==> config.mk <==
export PLATFORM = sky130hd
export DESIGN_NAME = metro_card_reader
export DESIGN_NICKNAME = d
export VERILOG_FILES = /design/src/rtl/metro_pkg.sv /design/src/rtl/bit_gap_timer.sv /design/src/rtl/metro_card_reader.sv
export SDC_FILE = /design/constraint.sdc
export NUM_CORES = 1
export LEC_CHECK = 0
export CORE_MARGIN = 2
export CORE_UTILIZATION = 38
export CTS_CLUSTER_DIAMETER = 50
export CTS_CLUSTER_SIZE = 25
export DETAILED_ROUTE_END_ITERATION = 7
export DONT_BUFFER_PORTS = 1
export MAX_ROUTING_LAYER = met4
export PLACE_DENSITY = 0.49
export SETUP_SLACK_MARGIN = 0.4
export SLEW_MARGIN = 0
export SYNTH_ARGS = -nofsm -noshare
export SYNTH_HDL_FRONTEND = slang
export SYNTH_SLANG_ARGS = --single-unit
export TNS_END_PERCENT = 5
==> constraint.sdc <==
create_clock -name clk -period 2.4 [get_ports clk]
set_input_delay 0.48 -clock clk [delete_from_list [all_inputs] [get_ports clk]]
set_output_delay 0.48 -clock clk [all_outputs]
set_load 0.03 [all_outputs]
==> src/rtl/metro_pkg.sv <==
// -----------------------------------------------------------------------------
// metro_pkg
//   Shared definitions for the metro card-reader front end and anything that
//   decodes its debug state (e.g. the turnstile controller).
//   Contents:
//     - state_t             : framer FSM state encoding (IDLE/DATA/PARITY/STOP)
//     - DEFAULT_CODE_WIDTH  : default number of data bits per frame
//     - START_BIT/STOP_BIT  : bit-level line values for frame delimiters
//     - even_parity_ok()    : even-parity check over data XOR + parity bit
// -----------------------------------------------------------------------------
package metro_pkg;

    localparam int DEFAULT_CODE_WIDTH = 4;

    localparam logic START_BIT = 1'b0;
    localparam logic STOP_BIT  = 1'b1;

    typedef enum logic [1:0] {
        ST_IDLE   = 2'b00,
        ST_DATA   = 2'b01,
        ST_PARITY = 2'b10,
        ST_STOP   = 2'b11
    } state_t;

    // Even parity: XOR of all data bits together with the parity bit must be 0.
    function automatic logic even_parity_ok(input logic data_xor, input logic parity_bit);
        return (data_xor ^ parity_bit) == 1'b0;
    endfunction

endpackage

==> src/rtl/bit_gap_timer.sv <==
// -----------------------------------------------------------------------------
// bit_gap_timer
//   Counts strobe-free clock cycles while a frame is in progress and flags the
//   cycle in which the gap would reach TIMEOUT_CYCLES.
//   Ports:
//     clk      in  system clock
//     reset    in  synchronous active-high reset
//     clear    in  a strobe arrived this cycle; restart the gap count
//     enable   in  a frame is in progress (framer state != IDLE)
//     expired  out high for the one cycle whose closing edge completes the
//                  TIMEOUT_CYCLES-th strobe-free cycle
// -----------------------------------------------------------------------------
module bit_gap_timer #(
    parameter int TIMEOUT_CYCLES = 16
) (
    input  logic clk,
    input  logic reset,
    input  logic clear,
    input  logic enable,
    output logic expired
);

    localparam int CNT_W = $clog2(TIMEOUT_CYCLES + 1);

    logic [CNT_W-1:0] count_reg;

    always_ff @(posedge clk) begin
        if (reset || clear || !enable) begin
            count_reg <= '0;
        end else if (count_reg != CNT_W'(TIMEOUT_CYCLES)) begin
            count_reg <= count_reg + 1'b1;
        end
    end

    // Combinational look-ahead: the framer acts on the same edge that moves the
    // count to TIMEOUT_CYCLES. A strobe in that cycle clears instead, so the
    // strobe wins over the timeout.
    assign expired = enable && !clear && (count_reg == CNT_W'(TIMEOUT_CYCLES - 1));

endmodule

==> src/rtl/metro_card_reader.sv <==
// -----------------------------------------------------------------------------
// metro_card_reader
//   Serial framer for the turnstile card-reader head. Frames are, in strobe
//   order: start(0), CODE_WIDTH data bits LSB first, even parity bit, stop(1).
//   Good frames load access_code and pulse validate_code; bad parity pulses
//   parity_error; bad stop bit or a mid-frame stall pulses frame_error.
//   Ports:
//     clk            in   system clock, rising edge
//     reset          in   synchronous active-high reset
//     card_bit       in   serial data, valid only with bit_strobe
//     bit_strobe     in   one-cycle qualifier for card_bit
//     access_code    out  last good code, held until the next good frame
//     validate_code  out  one-cycle pulse, access_code is new
//     parity_error   out  one-cycle pulse, frame dropped for parity
//     frame_error    out  one-cycle pulse, bad stop bit or timeout
//     busy           out  frame in progress
//     state_out      out  debug copy of the FSM state
// -----------------------------------------------------------------------------
module metro_card_reader
    import metro_pkg::*;
#(
    parameter int CODE_WIDTH     = DEFAULT_CODE_WIDTH,
    parameter int TIMEOUT_CYCLES = 16
) (
    input  logic                  clk,
    input  logic                  reset,
    input  logic                  card_bit,
    input  logic                  bit_strobe,
    output logic [CODE_WIDTH-1:0] access_code,
    output logic                  validate_code,
    output logic                  parity_error,
    output logic                  frame_error,
    output logic                  busy,
    output logic [1:0]            state_out
);

    localparam int IDX_W = (CODE_WIDTH > 1) ? $clog2(CODE_WIDTH) : 1;

    state_t                state_reg, state_next;
    logic [IDX_W-1:0]      bit_count_reg, bit_count_next;
    logic [CODE_WIDTH-1:0] shift_reg, shift_next;
    logic                  parity_ok_reg, parity_ok_next;
    logic [CODE_WIDTH-1:0] access_code_reg, access_code_next;
    logic                  validate_reg, validate_next;
    logic                  parity_error_reg, parity_error_next;
    logic                  frame_error_reg, frame_error_next;

    logic                  frame_active;
    logic                  timer_expired;
    logic                  last_data_bit;
    logic [CODE_WIDTH-1:0] bit_sel;

    assign frame_active  = (state_reg != ST_IDLE);
    assign last_data_bit = (bit_count_reg == IDX_W'(CODE_WIDTH - 1));

    // One-hot select of the shift-register position written by the current
    // data strobe.
    generate
        for (genvar gi = 0; gi < CODE_WIDTH; gi++) begin : g_bit_sel
            assign bit_sel[gi] = (bit_count_reg == IDX_W'(gi));
        end
    endgenerate

    bit_gap_timer #(
        .TIMEOUT_CYCLES (TIMEOUT_CYCLES)
    ) u_gap_timer (
        .clk     (clk),
        .reset   (reset),
        .clear   (bit_strobe),
        .enable  (frame_active),
        .expired (timer_expired)
    );

    // State and datapath registers.
    always_ff @(posedge clk) begin
        if (reset) begin
            state_reg        <= ST_IDLE;
            bit_count_reg    <= '0;
            shift_reg        <= '0;
            parity_ok_reg    <= 1'b0;
            access_code_reg  <= '0;
            validate_reg     <= 1'b0;
            parity_error_reg <= 1'b0;
            frame_error_reg  <= 1'b0;
        end else begin
            state_reg        <= state_next;
            bit_count_reg    <= bit_count_next;
            shift_reg        <= shift_next;
            parity_ok_reg    <= parity_ok_next;
            access_code_reg  <= access_code_next;
            validate_reg     <= validate_next;
            parity_error_reg <= parity_error_next;
            frame_error_reg  <= frame_error_next;
        end
    end

    // Next-state logic. The gap timer only fires on strobe-free cycles, so a
    // timeout never competes with a strobe-driven transition.
    always_comb begin
        state_next = state_reg;
        if (timer_expired) begin
            state_next = ST_IDLE;
        end else if (bit_strobe) begin
            case (state_reg)
                ST_IDLE:   if (card_bit == START_BIT) state_next = ST_DATA;
                ST_DATA:   if (last_data_bit)         state_next = ST_PARITY;
                ST_PARITY: state_next = ST_STOP;
                ST_STOP:   state_next = ST_IDLE;
                default:   state_next = ST_IDLE;
            endcase
        end
    end

    // Datapath and pulse outputs (registered above).
    always_comb begin
        bit_count_next    = bit_count_reg;
        shift_next        = shift_reg;
        parity_ok_next    = parity_ok_reg;
        access_code_next  = access_code_reg;
        validate_next     = 1'b0;
        parity_error_next = 1'b0;
        frame_error_next  = 1'b0;

        if (timer_expired) begin
            // Stalled frame: drop it; partial data is overwritten by the next start.
            frame_error_next = 1'b1;
        end else if (bit_strobe) begin
            case (state_reg)
                ST_IDLE: begin
                    if (card_bit == START_BIT) begin
                        bit_count_next = '0;
                        shift_next     = '0;
                    end
                end
                ST_DATA: begin
                    shift_next     = (shift_reg & ~bit_sel) | ({CODE_WIDTH{card_bit}} & bit_sel);
                    bit_count_next = bit_count_reg + 1'b1;
                end
                ST_PARITY: begin
                    parity_ok_next = even_parity_ok(^shift_reg, card_bit);
                end
                ST_STOP: begin
                    // Stop-bit error takes precedence over a parity error.
                    if (card_bit != STOP_BIT) begin
                        frame_error_next = 1'b1;
                    end else if (!parity_ok_reg) begin
                        parity_error_next = 1'b1;
                    end else begin
                        validate_next    = 1'b1;
                        access_code_next = shift_reg;
                    end
                end
                default: ;
            endcase
        end
    end

    assign access_code   = access_code_reg;
    assign validate_code = validate_reg;
    assign parity_error  = parity_error_reg;
    assign frame_error   = frame_error_reg;
    assign busy          = frame_active;
    assign state_out     = state_reg;

endmodule

# After elaboration in Yosys (flattened, before gate mapping)
# Index checks and enable logic that the tools add are counted.
[totals] regBits=21 inputBits=4 output_inout_bits=10
[classes] add_sub_neg=2 n_reduce_logical=17 n_bitwise=10 n_eq_ne=10 muxes=13
[ops] cell="4-bit AND" count=2
[ops] cell="2-bit == test (second input constant)" count=4
[ops] cell="2-bit one-hot mux with 4 select lines" count=1
[ops] cell="4-bit one-hot mux with 2 select lines" count=1
[ops] cell="1-bit two-way mux" count=6
[ops] cell="2-bit two-way mux" count=3
[ops] cell="3-bit AND reduction" count=2
[ops] cell="5-bit by 1-bit adder with 5-bit output (second input constant)" count=1
[ops] cell="5-bit by 4-bit == test with 1-bit output (second input constant)" count=1
[ops] cell="5-bit != test (second input constant)" count=1
[ops] cell="1-bit NOT" count=5
[ops] cell="5-bit AND reduction" count=1
[ops] cell="5-bit OR reduction" count=1
[ops] cell="2-bit by 1-bit == test with 1-bit output (second input constant)" count=2
[ops] cell="2-bit logical NOT" count=2
[ops] cell="4-bit two-way mux" count=1
[ops] cell="2-bit != test (second input constant)" count=2
[ops] cell="4-bit NOT" count=1
[ops] cell="4-bit OR" count=1
[ops] cell="2-bit one-hot mux with 2 select lines" count=1
[ops] cell="4-bit AND reduction" count=1
[ops] cell="2-bit nonzero test" count=2
[ops] cell="4-bit XOR reduction" count=1
[ops] cell="2-bit by 1-bit adder with 2-bit output (second input constant)" count=1
[ops] cell="5 further kinds" count=8

# Depth between registers and ports, before layout
[depth] word_depth=5 ltp_mapped=5 ltp_nobuf=5

# Modules after synthesis
# From an unflattened synthesis, not the netlist that was laid out.
[hier_totals] cells_unflattened=127 hier_area_um2=1167.4
[modules_own_cells] mod="metro_card_reader" n_inst=1 area_each_um2=907.1 cells_each=100
[modules_own_cells] mod="bit_gap_timer" n_inst=1 area_each_um2=260.2 cells_each=27

# Worst setup path before layout
# No wires, ideal clock.
[synth_path] path_kind="register to output" from="reg state_reg[0] (netlist: state_out[0])" to="out busy" slack_ns=0.758 stages_incl_launch_ff=4 t_required_ns=1.920 path_buffers=0 arrival_ns=1.162 path_cell_list="dfxtp_1 -> inv_1 -> ha_1 -> inv_1"
[synth_between] elab_chain_len=1
[synth_lines] element="from (decl)" line_no="metro_card_reader.sv:39" rtl="state_t state_reg, state_next;"
[synth_lines] element="from (signal assigned)" line_no="metro_card_reader.sv:86" rtl="state_reg <= state_next;"
[synth_lines] element="2-bit nonzero test" line_no="metro_card_reader.sv:53" rtl="assign frame_active = (state_reg != ST_IDLE);"
[synth_lines] element="to (decl)" line_no="metro_card_reader.sv:33" rtl="output logic busy,"
# No other way between the ends.

# Final worst setup path
# Ends and elaborated chain as after synthesis.

==> impl_metrics.csv <==
group,metric,value,unit
drt,vias,764,
logic_synthesis,synth_cell_types,29,
worst_setup_path,critical_path.max_fanout,6,
logic_synthesis,ys_ff_latch,21,
floorplanning,io_pins,14,
clock_tree,clk_pin_slew_worst_paths,0.12,ns
min_path,hp-class,"in2reg",
clock_tree,cts_tree,"done",
sta,fin_setup_tns,0,ns
power,p_per_area,555,nW/um^2
sta,worst_pin_slew,0.491,ns
sta,min_period,1.86,ns
drt,post_drt_via_cell_ratio,5.20,
logic_synthesis,synthArstFlopShare,0,%
grt,grt_max_degree,13,
worst_setup_path,end_kind,"output port",
sta,finalCritPeriodShare,77.5,%
final_layout,drive_above_1_share,8.62,%
grt,grtUsageTotal,13.3,%
worst_setup_path,cp_slowest_cell,"dfxtp_1",
clock_tree,post_cts_resize_count,1,
logic_synthesis,synth_ff_type,"dfxtp_1",
grt,antenna_found_initial,0,
sta,slew_viol_final,0,
floorplanning,start_util,39.5,%
sta,setup_viol,0,
clock_tree,hold_buffers,0,
clock_tree,clock_latency,0.31,ns
final_layout,utilization,41.7,%
drt,drtAntennaViolNets,0,
final_layout,nets,132,
worst_setup_path,crit_chain,"buf_4, inv_1, ha_1, inv_2",
final_layout,largest_reg_flops,5,
clock_tree,clock-sinks,21,
grt,grt_pass1_wl,3.18,mm
logic_synthesis,syn_nets,129,
sta,max_freq,537,MHz
floorplanning,die_y,57.1,um
power,vdd_drop_max,284,uV
logic_synthesis,yosysWarningCount,0,
logic_synthesis,synth_most_common_cell,"dfxtp_1",
clock_tree,post_cts_buffers,0,
sta,hold_viol,0,
floorplanning,die_area,3260,um^2
power,totalPowerFinal,627,uW
drt,drtPass1Iterations,4,
job,drv_cap,0,
worst_setup_path,crit_path_start_kind,"register",
clock_tree,htree_levels,1,
logic_synthesis,synth-edff-count,0,
logic_synthesis,synthTopCellsByCount,"dfxtp_1, inv_1, ha_1, nor2_1, a21oi_1",
final_layout,area_growth_syn_to_layout,5.49,%
logic_synthesis,synth_area_per_cell,9.39,um^2
place,place_congestion,0.726,
logic_synthesis,syn_inst,114,
drt,wl_per_cell,13.1,um
logic_synthesis,yosysTopAreaCell,"dfxtp_1",
sta,slew_headroom,67.2,%
floorplanning,rows,19,
status,outcome,"complete, no violations",
worst_setup_path,critPathMaxStageDelay,0.33,ns
floorplanning,design.core.area,2710,um^2
grt,grt_pass1_vias,685,
logic_synthesis,synth.top_cell.area_share,39.3,%
sta,finClkSkew,0.00483,ns
logic_synthesis,ys_seq_area_share,39.3,%
drt,drcViolationCount,0,
clock_tree,clockBufferDepth,2,
logic_synthesis,netlist_area,1070,um^2
final_layout,num_antenna_cells,0,
power,p_leak,0.000463,uW
sta,rsz0062_at_grt,"no",
place,hpwlAfterDp,1.46,mm
drt,drt_iter0_markers,31,
worst_setup_path,required,1.92,ns
worst_setup_path,critPathKind,"reg2out",
clock_tree,cts_buffers,3,
clock_tree,cts_root_buf,"clkbuf_4",
place,port-buffer-count,0,
drt,finalWirelength,1.93,mm
floorplanning,dieWidth,57.1,um
logic_synthesis,synthTopCellsByArea,"dfxtp_1, ha_1, inv_1",
worst_setup_path,arrival,1.38,ns
grt,grt.overflow.total,0,
[power breakdown]
part | switching [uW] | internal (uW) | leakage (uW)
registers | 7.30 | 356 | 0.000170
logic | 59.7 | 30.3 | 0.000275
clock network | 112 | 62.3 | 0.0000177
[per-layer routing]
layer | global-route usage [%] | share of wire, %
met4 | 6.64 | 2.0
met2 | 18.7 | 44
met1 | 16.8 | 49
met3 | 4.76 | 5.3
met5 | - | 0
[area by class of cell]
cell class | instances | area [um^2]
Clock buffer | 3 | 22.5
Sequential cell | 21 | 422
Timing Repair Buffer | 1 | 7.51
Clock inverter | 1 | 5.00
Inverter | 16 | 60.1
Fill cell | 289 | 1580
Tap cell | 31 | 38.8
Multi-Input combinational cell | 74 | 574
[logic make-up (layout without fill, tap and decap cells)]
kind of cell	after synthesis	in the layout	synth area share (%)
adder cells (fa/ha/maj)	11	11	12.9
AO/OA/AOI/OAI	24	24	15.8
AND/OR/NAND/NOR	28	28	14.1
buffers and inverters	19	21	7.13
flip-flops	21	21	39.3
XOR/XNOR	6	6	6.19
multiplexers	5	5	4.67
[stage by stage]
stage               cell area (um^2)  hold WS, ns  worst slack [ns]  std cells
floorplan                       1070        0.420             0.758        114
global placement                1100        0.448             0.547        143
detailed placement              1100        0.444             0.531        143
CTS                             1130        0.211             0.441        147
global route                    1130        0.185             0.475        147
finish                          1130        0.218             0.539        147
[path summary, 6_finish.rpt]
check | from | endpoint | slack [ns] | cells past startpoint
min reg2reg | parity_ok_reg$_SDFFE_PP0P_ | parity_error$_SDFF_PP0_ | 0.47 | 1
min | reset | bit_count_reg[1]$_SDFFE_PP0P_ | 0.22 | 1
max | state_out[0]$_SDFFE_PP0P_ | busy | 0.54 | 4
max reg2reg | state_out[0]$_SDFFE_PP0P_ | shift_reg[2]$_SDFFE_PP0P_ | 0.65 | 6
[worst max-delay path: cells and delay by family (launching register included)]
family,cells,cell delay (ns)
adder cells (fa/ha/maj),1,0.29
buffers and inverters,3,0.45
flip-flops,1,0.33
[cell usage in the layout (no fill, tap or decap)]
cell | netlist | routed
a2111oi_0 | 1 | 1
a21bo_2 | 1 | 1
a21boi_2 | 1 | 1
a21o_1 | 2 | 2
a21oi_1 | 10 | 10
a311oi_1 | 1 | 1
a32oi_1 | 1 | 1
and3_1 | 1 | 1
and4bb_1 | 1 | 1
buf_4 | 1 | 1
clkbuf_4 | 0 | 3
clkinv_2 | 0 | 1
dfxtp_1 | 21 | 20
dfxtp_2 | 0 | 1
ha_1 | 11 | 11
inv_1 | 16 | 15
inv_2 | 0 | 1
mux2i_1 | 5 | 5
nand2_1 | 1 | 1
nand2b_1 | 1 | 1
nand3_1 | 5 | 5
nand4_1 | 1 | 1
nand4b_1 | 4 | 4
nor2_1 | 11 | 11
nor3_1 | 3 | 3
o21ai_0 | 2 | 2
o31ai_1 | 4 | 4
o41ai_2 | 1 | 1
xnor2_1 | 3 | 3
xnor3_1 | 1 | 1
xor2_1 | 2 | 2
(Power assumes the default switching activity.)
